`config.mk`:
```
export PLATFORM = sky130hd
export DESIGN_NAME = muldiv_unit
export DESIGN_NICKNAME = d
export VERILOG_FILES = /design/src/rtl/muldiv_unit.sv
export SDC_FILE = /design/constraint.sdc
export NUM_CORES = 2
export LEC_CHECK = 0
export ABC_AREA = 1
export BUFFER_PORTS_ARGS = -buffer_cell sky130_fd_sc_hd__clkbuf_2
export CAP_MARGIN = 30
export CELL_PAD_IN_SITES_DETAIL_PLACEMENT = 1
export CELL_PAD_IN_SITES_GLOBAL_PLACEMENT = 1
export CORE_ASPECT_RATIO = 1.75
export CORE_UTILIZATION = 30
export DETAILED_ROUTE_END_ITERATION = 10
export GPL_ROUTABILITY_DRIVEN = 0
export GPL_TIMING_DRIVEN = 0
export PLACE_DENSITY_LB_ADDON = 0.3
export SLEW_MARGIN = 20
export SYNTH_ARGS = -nofsm -noshare
export SYNTH_HDL_FRONTEND = slang
export SYNTH_SLANG_ARGS = --single-unit
export TNS_END_PERCENT = 50
```
`constraint.sdc`:
```
create_clock -name clk -period 20.4 [get_ports clk]
set_input_delay 4.08 -clock clk [delete_from_list [all_inputs] [get_ports clk]]
set_output_delay 4.08 -clock clk [all_outputs]
set_load 0.005 [all_outputs]
```
`src/rtl/muldiv_unit.sv`:
```
// Multiply/divide unit owning the HI/LO registers.
// One operation in flight; pipelined multiplier, restoring radix-2 divider.
module muldiv_unit #(
  parameter int WIDTH      = 32,
  parameter int MUL_STAGES = 3
) (
  input  logic             clk,
  input  logic             resetn,
  input  logic             req_valid,
  output logic             req_ready,
  input  logic [2:0]       req_op,
  input  logic             req_signed,
  input  logic [WIDTH-1:0] req_a,
  input  logic [WIDTH-1:0] req_b,
  input  logic             flush,
  output logic             busy,
  output logic [WIDTH-1:0] hi,
  output logic [WIDTH-1:0] lo,
  output logic             res_valid,
  output logic [WIDTH-1:0] res_data
);

  typedef enum logic [2:0] {
    OP_MULT = 3'd0,
    OP_DIV  = 3'd1,
    OP_MADD = 3'd2,
    OP_MSUB = 3'd3,
    OP_MTHI = 3'd4,
    OP_MTLO = 3'd5,
    OP_MUL  = 3'd6,
    OP_NOP  = 3'd7
  } op_e;

  typedef enum logic [1:0] {S_IDLE, S_MUL, S_DIV} state_e;

  localparam int PW      = 2 * WIDTH;
  localparam int CNT_MAX = (MUL_STAGES > WIDTH + 1) ? MUL_STAGES : WIDTH + 1;
  localparam int CW      = $clog2(CNT_MAX + 1);

  state_e          state;
  logic [CW-1:0]   cnt;
  op_e             op_q;
  op_e             req_op_e;
  logic            accept;

  assign req_op_e  = op_e'(req_op);
  assign req_ready = (state == S_IDLE);
  assign busy      = !req_ready;
  assign accept    = req_ready && req_valid && !flush;

  // Multiplier datapath: operands extended by one bit so signed and unsigned share one signed multiply.
  logic                    mul_sgn;
  logic signed [WIDTH:0]   op_a_q, op_b_q;
  logic signed [PW-1:0]    a_ext, b_ext;
  logic [PW-1:0]           prod_now, prod_final;

  assign mul_sgn  = req_signed || (req_op_e == OP_MUL);
  assign a_ext    = PW'(op_a_q);
  assign b_ext    = PW'(op_b_q);
  assign prod_now = a_ext * b_ext;

  generate
    if (MUL_STAGES == 1) begin : g_comb
      assign prod_final = prod_now;
    end else begin : g_pipe
      logic [PW-1:0] pipe [MUL_STAGES-1];
      // NOTE: pipeline registers carry no reset; their contents are only consumed when the FSM says they are valid.
      always_ff @(posedge clk) begin
        pipe[0] <= prod_now;
        for (int i = 1; i < MUL_STAGES - 1; i++) pipe[i] <= pipe[i-1];
      end
      assign prod_final = pipe[MUL_STAGES-2];
    end
  endgenerate

  // Divider datapath: magnitudes are taken at accept so the iterations run unsigned.
  logic [WIDTH-1:0] div_rem, div_quo, div_dsr;
  logic             div_neg_q, div_neg_r, div_zero;
  logic             a_neg, b_neg;
  logic [WIDTH-1:0] mag_a, mag_b;
  logic [WIDTH+1:0] trial;
  logic [WIDTH-1:0] quo_fix, rem_fix;

  assign a_neg   = req_signed && req_a[WIDTH-1];
  assign b_neg   = req_signed && req_b[WIDTH-1];
  assign mag_a   = a_neg ? -req_a : req_a;
  assign mag_b   = b_neg ? -req_b : req_b;
  assign trial   = {1'b0, div_rem, div_quo[WIDTH-1]} - {2'b00, div_dsr};
  assign quo_fix = div_neg_q ? -div_quo : div_quo;
  assign rem_fix = div_neg_r ? -div_rem : div_rem;

  always_ff @(posedge clk) begin
    if (accept) begin
      op_a_q    <= {mul_sgn && req_a[WIDTH-1], req_a};
      op_b_q    <= {mul_sgn && req_b[WIDTH-1], req_b};
      div_quo   <= mag_a;
      div_dsr   <= mag_b;
      div_rem   <= '0;
      div_neg_q <= a_neg ^ b_neg;
      div_neg_r <= a_neg;
      div_zero  <= (req_b == '0);
    end else if (state == S_DIV && cnt > CW'(1)) begin
      if (!trial[WIDTH+1]) begin
        div_rem <= trial[WIDTH-1:0];
        div_quo <= {div_quo[WIDTH-2:0], 1'b1};
      end else begin
        div_rem <= {div_rem[WIDTH-2:0], div_quo[WIDTH-1]};
        div_quo <= {div_quo[WIDTH-2:0], 1'b0};
      end
    end
  end

  // Control FSM and architectural state.
  // NOTE: sequential state uses non-blocking assignments so every register samples pre-edge values.
  always_ff @(posedge clk) begin
    if (!resetn) begin
      state     <= S_IDLE;
      cnt       <= '0;
      op_q      <= OP_NOP;
      hi        <= '0;
      lo        <= '0;
      res_valid <= 1'b0;
      res_data  <= '0;
    end else begin
      res_valid <= 1'b0;
      unique case (state)
        S_IDLE: begin
          if (accept) begin
            op_q <= req_op_e;
            unique case (req_op_e)
              OP_MTHI: hi <= req_a;
              OP_MTLO: lo <= req_a;
              OP_MULT, OP_MADD, OP_MSUB, OP_MUL: begin
                state <= S_MUL;
                cnt   <= CW'(MUL_STAGES);
              end
              OP_DIV: begin
                state <= S_DIV;
                cnt   <= CW'(WIDTH + 1);
              end
              default: ;
            endcase
          end
        end
        S_MUL: begin
          if (flush) begin
            state <= S_IDLE;
            cnt   <= '0;
          end else if (cnt == CW'(1)) begin
            state <= S_IDLE;
            cnt   <= '0;
            unique case (op_q)
              OP_MADD: {hi, lo} <= {hi, lo} + prod_final;
              OP_MSUB: {hi, lo} <= {hi, lo} - prod_final;
              OP_MUL: begin
                res_data  <= prod_final[WIDTH-1:0];
                res_valid <= 1'b1;
              end
              default: {hi, lo} <= prod_final;
            endcase
          end else begin
            cnt <= cnt - CW'(1);
          end
        end
        S_DIV: begin
          if (flush) begin
            state <= S_IDLE;
            cnt   <= '0;
          end else if (cnt == CW'(1)) begin
            state <= S_IDLE;
            cnt   <= '0;
            // Most-negative / -1 falls out naturally: the magnitude quotient wraps to the same bit pattern.
            if (div_zero) begin
              lo <= '1;
              hi <= op_a_q[WIDTH-1:0];
            end else begin
              lo <= quo_fix;
              hi <= rem_fix;
            end
          end else begin
            cnt <= cnt - CW'(1);
          end
        end
        default: begin
          state <= S_IDLE;
          cnt   <= '0;
        end
      endcase
    end
  end

endmodule
```
# Word level (Yosys, flattened, before mapping)
# Memory sizes are Yosys's and may differ from the RTL's.
# Cells that the tools add are included.
word_totals:
  n_memories: 1
  ramBits: 128
  regBits: 273
  input_bits: 72
  word_cells: 114
memory_table:
  columns: ["name", "words", "word_bits", "rd", "rd_clocked_by_memory_dff", "wr", "line", "text"]
  rows:
  - ["g_pipe.pipe", 2, 64, 2, 0, 2, "66", "logic [PW-1:0] pipe [MUL_STAGES-1];"]
classes:
  magnitude_cmp: 1
  add_sub_neg: 8
  n_eq_ne: 22
  n_mux: 37
  multipliers: 1
  n_reduce_logical: 24
  n_bitwise: 5
ops:
  columns: ["operator", "n"]
  rows:
  - ["$mux W32", 21]
  - ["$pmux W32 S3", 4]
  - ["$neg A32 Y32", 4]
  - ["$add A64 B64 Y64", 1]
  - ["$mul A33 B33 Y64", 1]
  - ["$sub A64 B64 Y64", 1]
  - ["$sub A33 B32 Y34", 1]
  - ["$logic_not A32 Y1", 1]
  - ["$pmux W6 S2", 2]
  - ["$mux W6", 3]
  - ["$reduce_and A8 Y1", 2]
  - ["$eq A3 B2 Y1 const B", 4]
  - ["$eq A3 B3 Y1 const B", 4]
  - ["$ne A2 B1 Y1 const B", 4]
  - ["$ne A2 B2 Y1 const B", 4]
  - ["$pmux W2 S2", 2]
  - ["$reduce_or A4 Y1", 2]
  - ["$logic_and A1 B1 Y1", 7]
  - ["$eq A6 B1 Y1 const B", 1]
  - ["$gt A6 B1 Y1 const B", 1]
  - ["$mux W2", 3]
  - ["$ne A3 B1 Y1 const B", 2]
  - ["$sub A6 B1 Y6 const B", 1]
  - ["$not A1 Y1", 4]
  - ["15 further kinds", 18]

# Logic depth before layout (Yosys ltp)
depth:
  ltp_word: 6
  mapped_depth: 35

# Worst setup path before layout
# OpenSTA, ideal clock, no wires.
synth_path:
  path_type: "in2reg"
  startpoint: "in flush"
  endpoint: "reg div_quo[1] (data pin)"
  setup_ns: 0.410
  cell_stages: 5
  t_arrival_ns: 7.501
  setup_slack_ns: 12.489
  path_cell_list: "inv_1 -> nand3_2 -> inv_2 -> clkbuf_1 -> o21ai_0"
synth_via:
  elab_chain_len: 3
synth_lines:
  columns: ["element", "line", "text"]
  rows:
  - ["start: declaration", "15", "input logic flush,"]
  - ["$logic_not A1 Y1", "49", "assign accept = req_ready && req_valid && !flush;"]
  - ["$logic_and A1 B1 Y1", "49", null]
  - ["net accept", "44", "logic accept;"]
  - ["$mux W32", "93", "if (accept) begin"]
  - ["end signal: assignment", "96", "div_quo <= mag_a;"]
  - ["end signal: assignment", "105", "div_quo <= {div_quo[WIDTH-2:0], 1'b1};"]
  - ["end signal: assignment", "108", "div_quo <= {div_quo[WIDTH-2:0], 1'b0};"]
  - ["end: declaration", "77", "logic [WIDTH-1:0] div_rem, div_quo, div_dsr;"]
# The timed path passes the listed nets, and every way through them passes these cells.
# A chain may end at the register's enable or synchronous reset.

==> results.yml <==
synthesis:
  synthCells: 10109
  ys_ff_latch: 400
  synth_area_per_cell_um2: 7.07
  synth_nets: 11690
  synthDistinctLibCells: 63
  synth_edf_count: 132
  synth-main-ff-cell: "dfxtp_1"
  synthArstFlopShare_pct: 0
  ys_seq_area_share_pct: 13.1
  synth_area_um2: 71500
  synth_warnings: 0
sta:
  slew_viol_final: 0
  period_needed_ns: 9.72
  hold_ws_ns: 0.320
  tns_ns: 0
  finalWorstSetupSlack_ns: 10.68
  clock_skew_ns: 0.0613
  finalHoldViolations: 0
  rsz0062_at_grt: "false"
  setup_violations: 0
  maxSlewHeadroom_pct: 22.9
  min_period_over_period_pct: 47.7
  worst_pin_slew_ns: 1.16
  max_freq_mhz: 103
drt:
  drtPass1Iterations: 6
  drcViolationCount: 0
  vias: 71561
  viasPerCell: 5.28
  wire_per_inst_um: 30.8
  dr.first_iter.drc_count: 5486
  ant_nets: 0
  wirelength_um: 418000
cts:
  tritoncts: "done"
  clk_pin_slew_worst_paths_ns: 0.08
  cts_resized: 0
  clock_path_buffers: 3
  ctsHoldBuffers: 0
  clk_latency_ns: 0.69
  clock_sinks: 400
  clock-root-buffer: "clkbuf_16"
  htree_num_levels: 2
  cts_setup_buffers: 0
  numCtsBuffers: 43
global_routing:
  gr-max-usage-layer: "met2"
  gr-usage-met3_pct: 8.94
  grt_max_degree: 56
  grt_use_met1_pct: 31.8
  grt_use_total_pct: 35.1
  use_met2_pct: 59.6
  grt_pass1_vias: 77868
  antenna_found_initial: 41
  grt_overflow: 0
  grt_first_pass_wirelength_um: 580000
critical_path:
  cp.required_ns: 20.94
  startpoint_type: "flip-flop"
  cp_data_arrival_time_ns: 10.27
  crit_fanout: 10
  critPathCaptureType: "flip-flop"
  critical_path_class: "flip-flop to flip-flop"
placement:
  numPortBuffers: 169
  dp_slack_ns: 11.18
  hpwlAfterDp_um: 347000
layout:
  area_growth_syn_to_layout_pct: 10.3
  drive_gt1_share_pct: 5.44
  register_area_um2: 9330
  multi_input_area_um2: 50600
  fin_util_pct: 33.3
  nNetsFinal: 11991
  fill_cells: 29731
die:
  fp.dieW_um: 371
  die_height_um: 648
  core_area_um2: 237000
  start_util_pct: 30.2
  rows: 236
  dieArea_um2: 240000
  io_pins: 171
run:
  maxCapViolCount: 0
hold_path:
  hp-class: "flip-flop to flip-flop"
outcome:
  status: "finished, final reports clean"
critical path: stages (launching register included):
cell      delay, ns
edfxtp_1       0.33
clkbuf_1       0.83
clkbuf_1       0.85
nand2_1        0.12
inv_1          0.12
fa_1           0.16
inv_1          0.06
fa_1           0.54
inv_1          0.06
fa_1           0.85
inv_1          0.14
fa_1           0.55
inv_1          0.05
fa_1           0.50
fa_1           0.46
fa_1           0.52
inv_1          0.05
fa_1           1.07
inv_1          0.11
ha_1           0.45
nand2_1        0.13
nor2_1         0.25
nand2_1        0.12
nor4_1         0.44
a21oi_1        0.30
o21ai_1        0.27
a21oi_1        0.11
xnor2_1        0.13
worst paths after layout:
path	from	slack [ns]	endpoint	depth (start not counted)
worst max-delay path	op_a_q[24]	10.68	g_pipe.pipe[0][41]	27
worst min-delay path	g_pipe.pipe[0][16]	0.32	g_pipe.pipe[0][80]	0
worst max register to register	op_a_q[24]	10.68	g_pipe.pipe[0][41]	27
worst min register to register	g_pipe.pipe[0][16]	0.32	g_pipe.pipe[0][80]	0
through the flow:
stage / instances / cell area (um^2)
4_1_cts: 13511 / 78500
6_report: 13564 / 78900
3_3_place_gp: 13372 / 76200
2_1_floorplan: 10109 / 71500
3_5_place_dp: 13434 / 77000
5_1_grt: 13544 / 78800
cell families after synthesis:
family                   Yosys count  share of synthesized area [%]
AND/OR/NAND/NOR                 4028                           22.8
flip-flops                       400                           13.1
AO/OA/AOI/OAI                    976                           7.57
XOR/XNOR                         166                           2.03
adder cells (fa/ha/maj)         1509                           38.3
buffers and inverters           3030                           16.2
registers in the layout (all words and copies together) (netlist names):
name / count
lo: 32
op_a_q: 33
res_data: 32
op_q: 3
div_dsr: 31
op_b_q: 33
res_valid: 1
hi: 32
cnt: 6
g_pipe.pipe: 128
div_quo: 32
div_neg_r: 1
div_rem: 32
state: 2
div_neg_q: 1
div_zero: 1
per-layer routing:
| layer | vias up | part of all wire (%) |
|---|---|---|
| met4 | 27 | 15 |
| met3 | 1894 | 7.3 |
| met1 | 35663 | 30 |
| met5 | - | 0.047 |
| met2 | 3545 | 48 |
| li1 | 30432 | - |
cells in the final DEF (no fill, tap or decap), types with 43 or more instances in the layout:
cell          n
nand2_1    2803
nand4_1      77
xnor2_1      55
clkbuf_1    293
nor3_1       54
nor2_1      589
nand3_1     370
ha_1        381
edfxtp_1    132
buf_6        58
xor2_1      111
o211ai_1     64
buf_2        51
o21ai_0     349
a21oi_1     399
inv_1      2585
dfxtp_1     268
fa_1       1126
clkbuf_16    43
clkbuf_2    222
cell type report:
class	instances	share of cell area [%]
clock inverters	24	0.335
multi-input cells	6679	64.1
inverters	2609	12.4
flip-flops and latches	400	11.8
clock buffers	53	1.46
well taps	3094	4.91
repair buffers	256	2.46
plain buffers	421	2.39
diodes	28	0.0889
synth_stat cells, types with 6 or more instances:
cell type  instances  share of area [%]
dfxtp_1          268                7.5
xnor2_1           55               0.67
o21a_1            11               0.12
nand3b_1          10               0.11
nor4_1            22               0.19
nand3_2           11               0.15
o21ai_0          349                2.4
nor3_1            54               0.38
a22o_1             7              0.086
buf_4             11               0.12
nor2_2            22               0.19
edfxtp_1         132                5.5
o21ai_1           15               0.11
nor2_1           590                3.1
clkbuf_8           9               0.17
buf_2             50               0.35
a21oi_2            7              0.086
a21o_1            15               0.16
nand2_2           20               0.18
o211ai_1          64               0.67
o22ai_1           20               0.18
fa_1            1128                 32
xor2_1           111                1.4
inv_2             19               0.10
o31ai_1            6              0.063
nand4_1           77               0.67
nand2_1         2803                 15
ha_1             381                6.7
nand3_1          371                2.6
a31oi_1           28               0.25
nor3_2            10               0.14
and3_1            13               0.11
inv_1           2585                 14
or2_2              8              0.070
o221ai_1          11               0.13
a21oi_1          399                2.8
o21bai_1          21               0.22
clkbuf_1         336                1.8
Power is left out: the tool's default activity adds up to more than one toggle a clock period on the data nets, which glitch-free logic cannot reach.
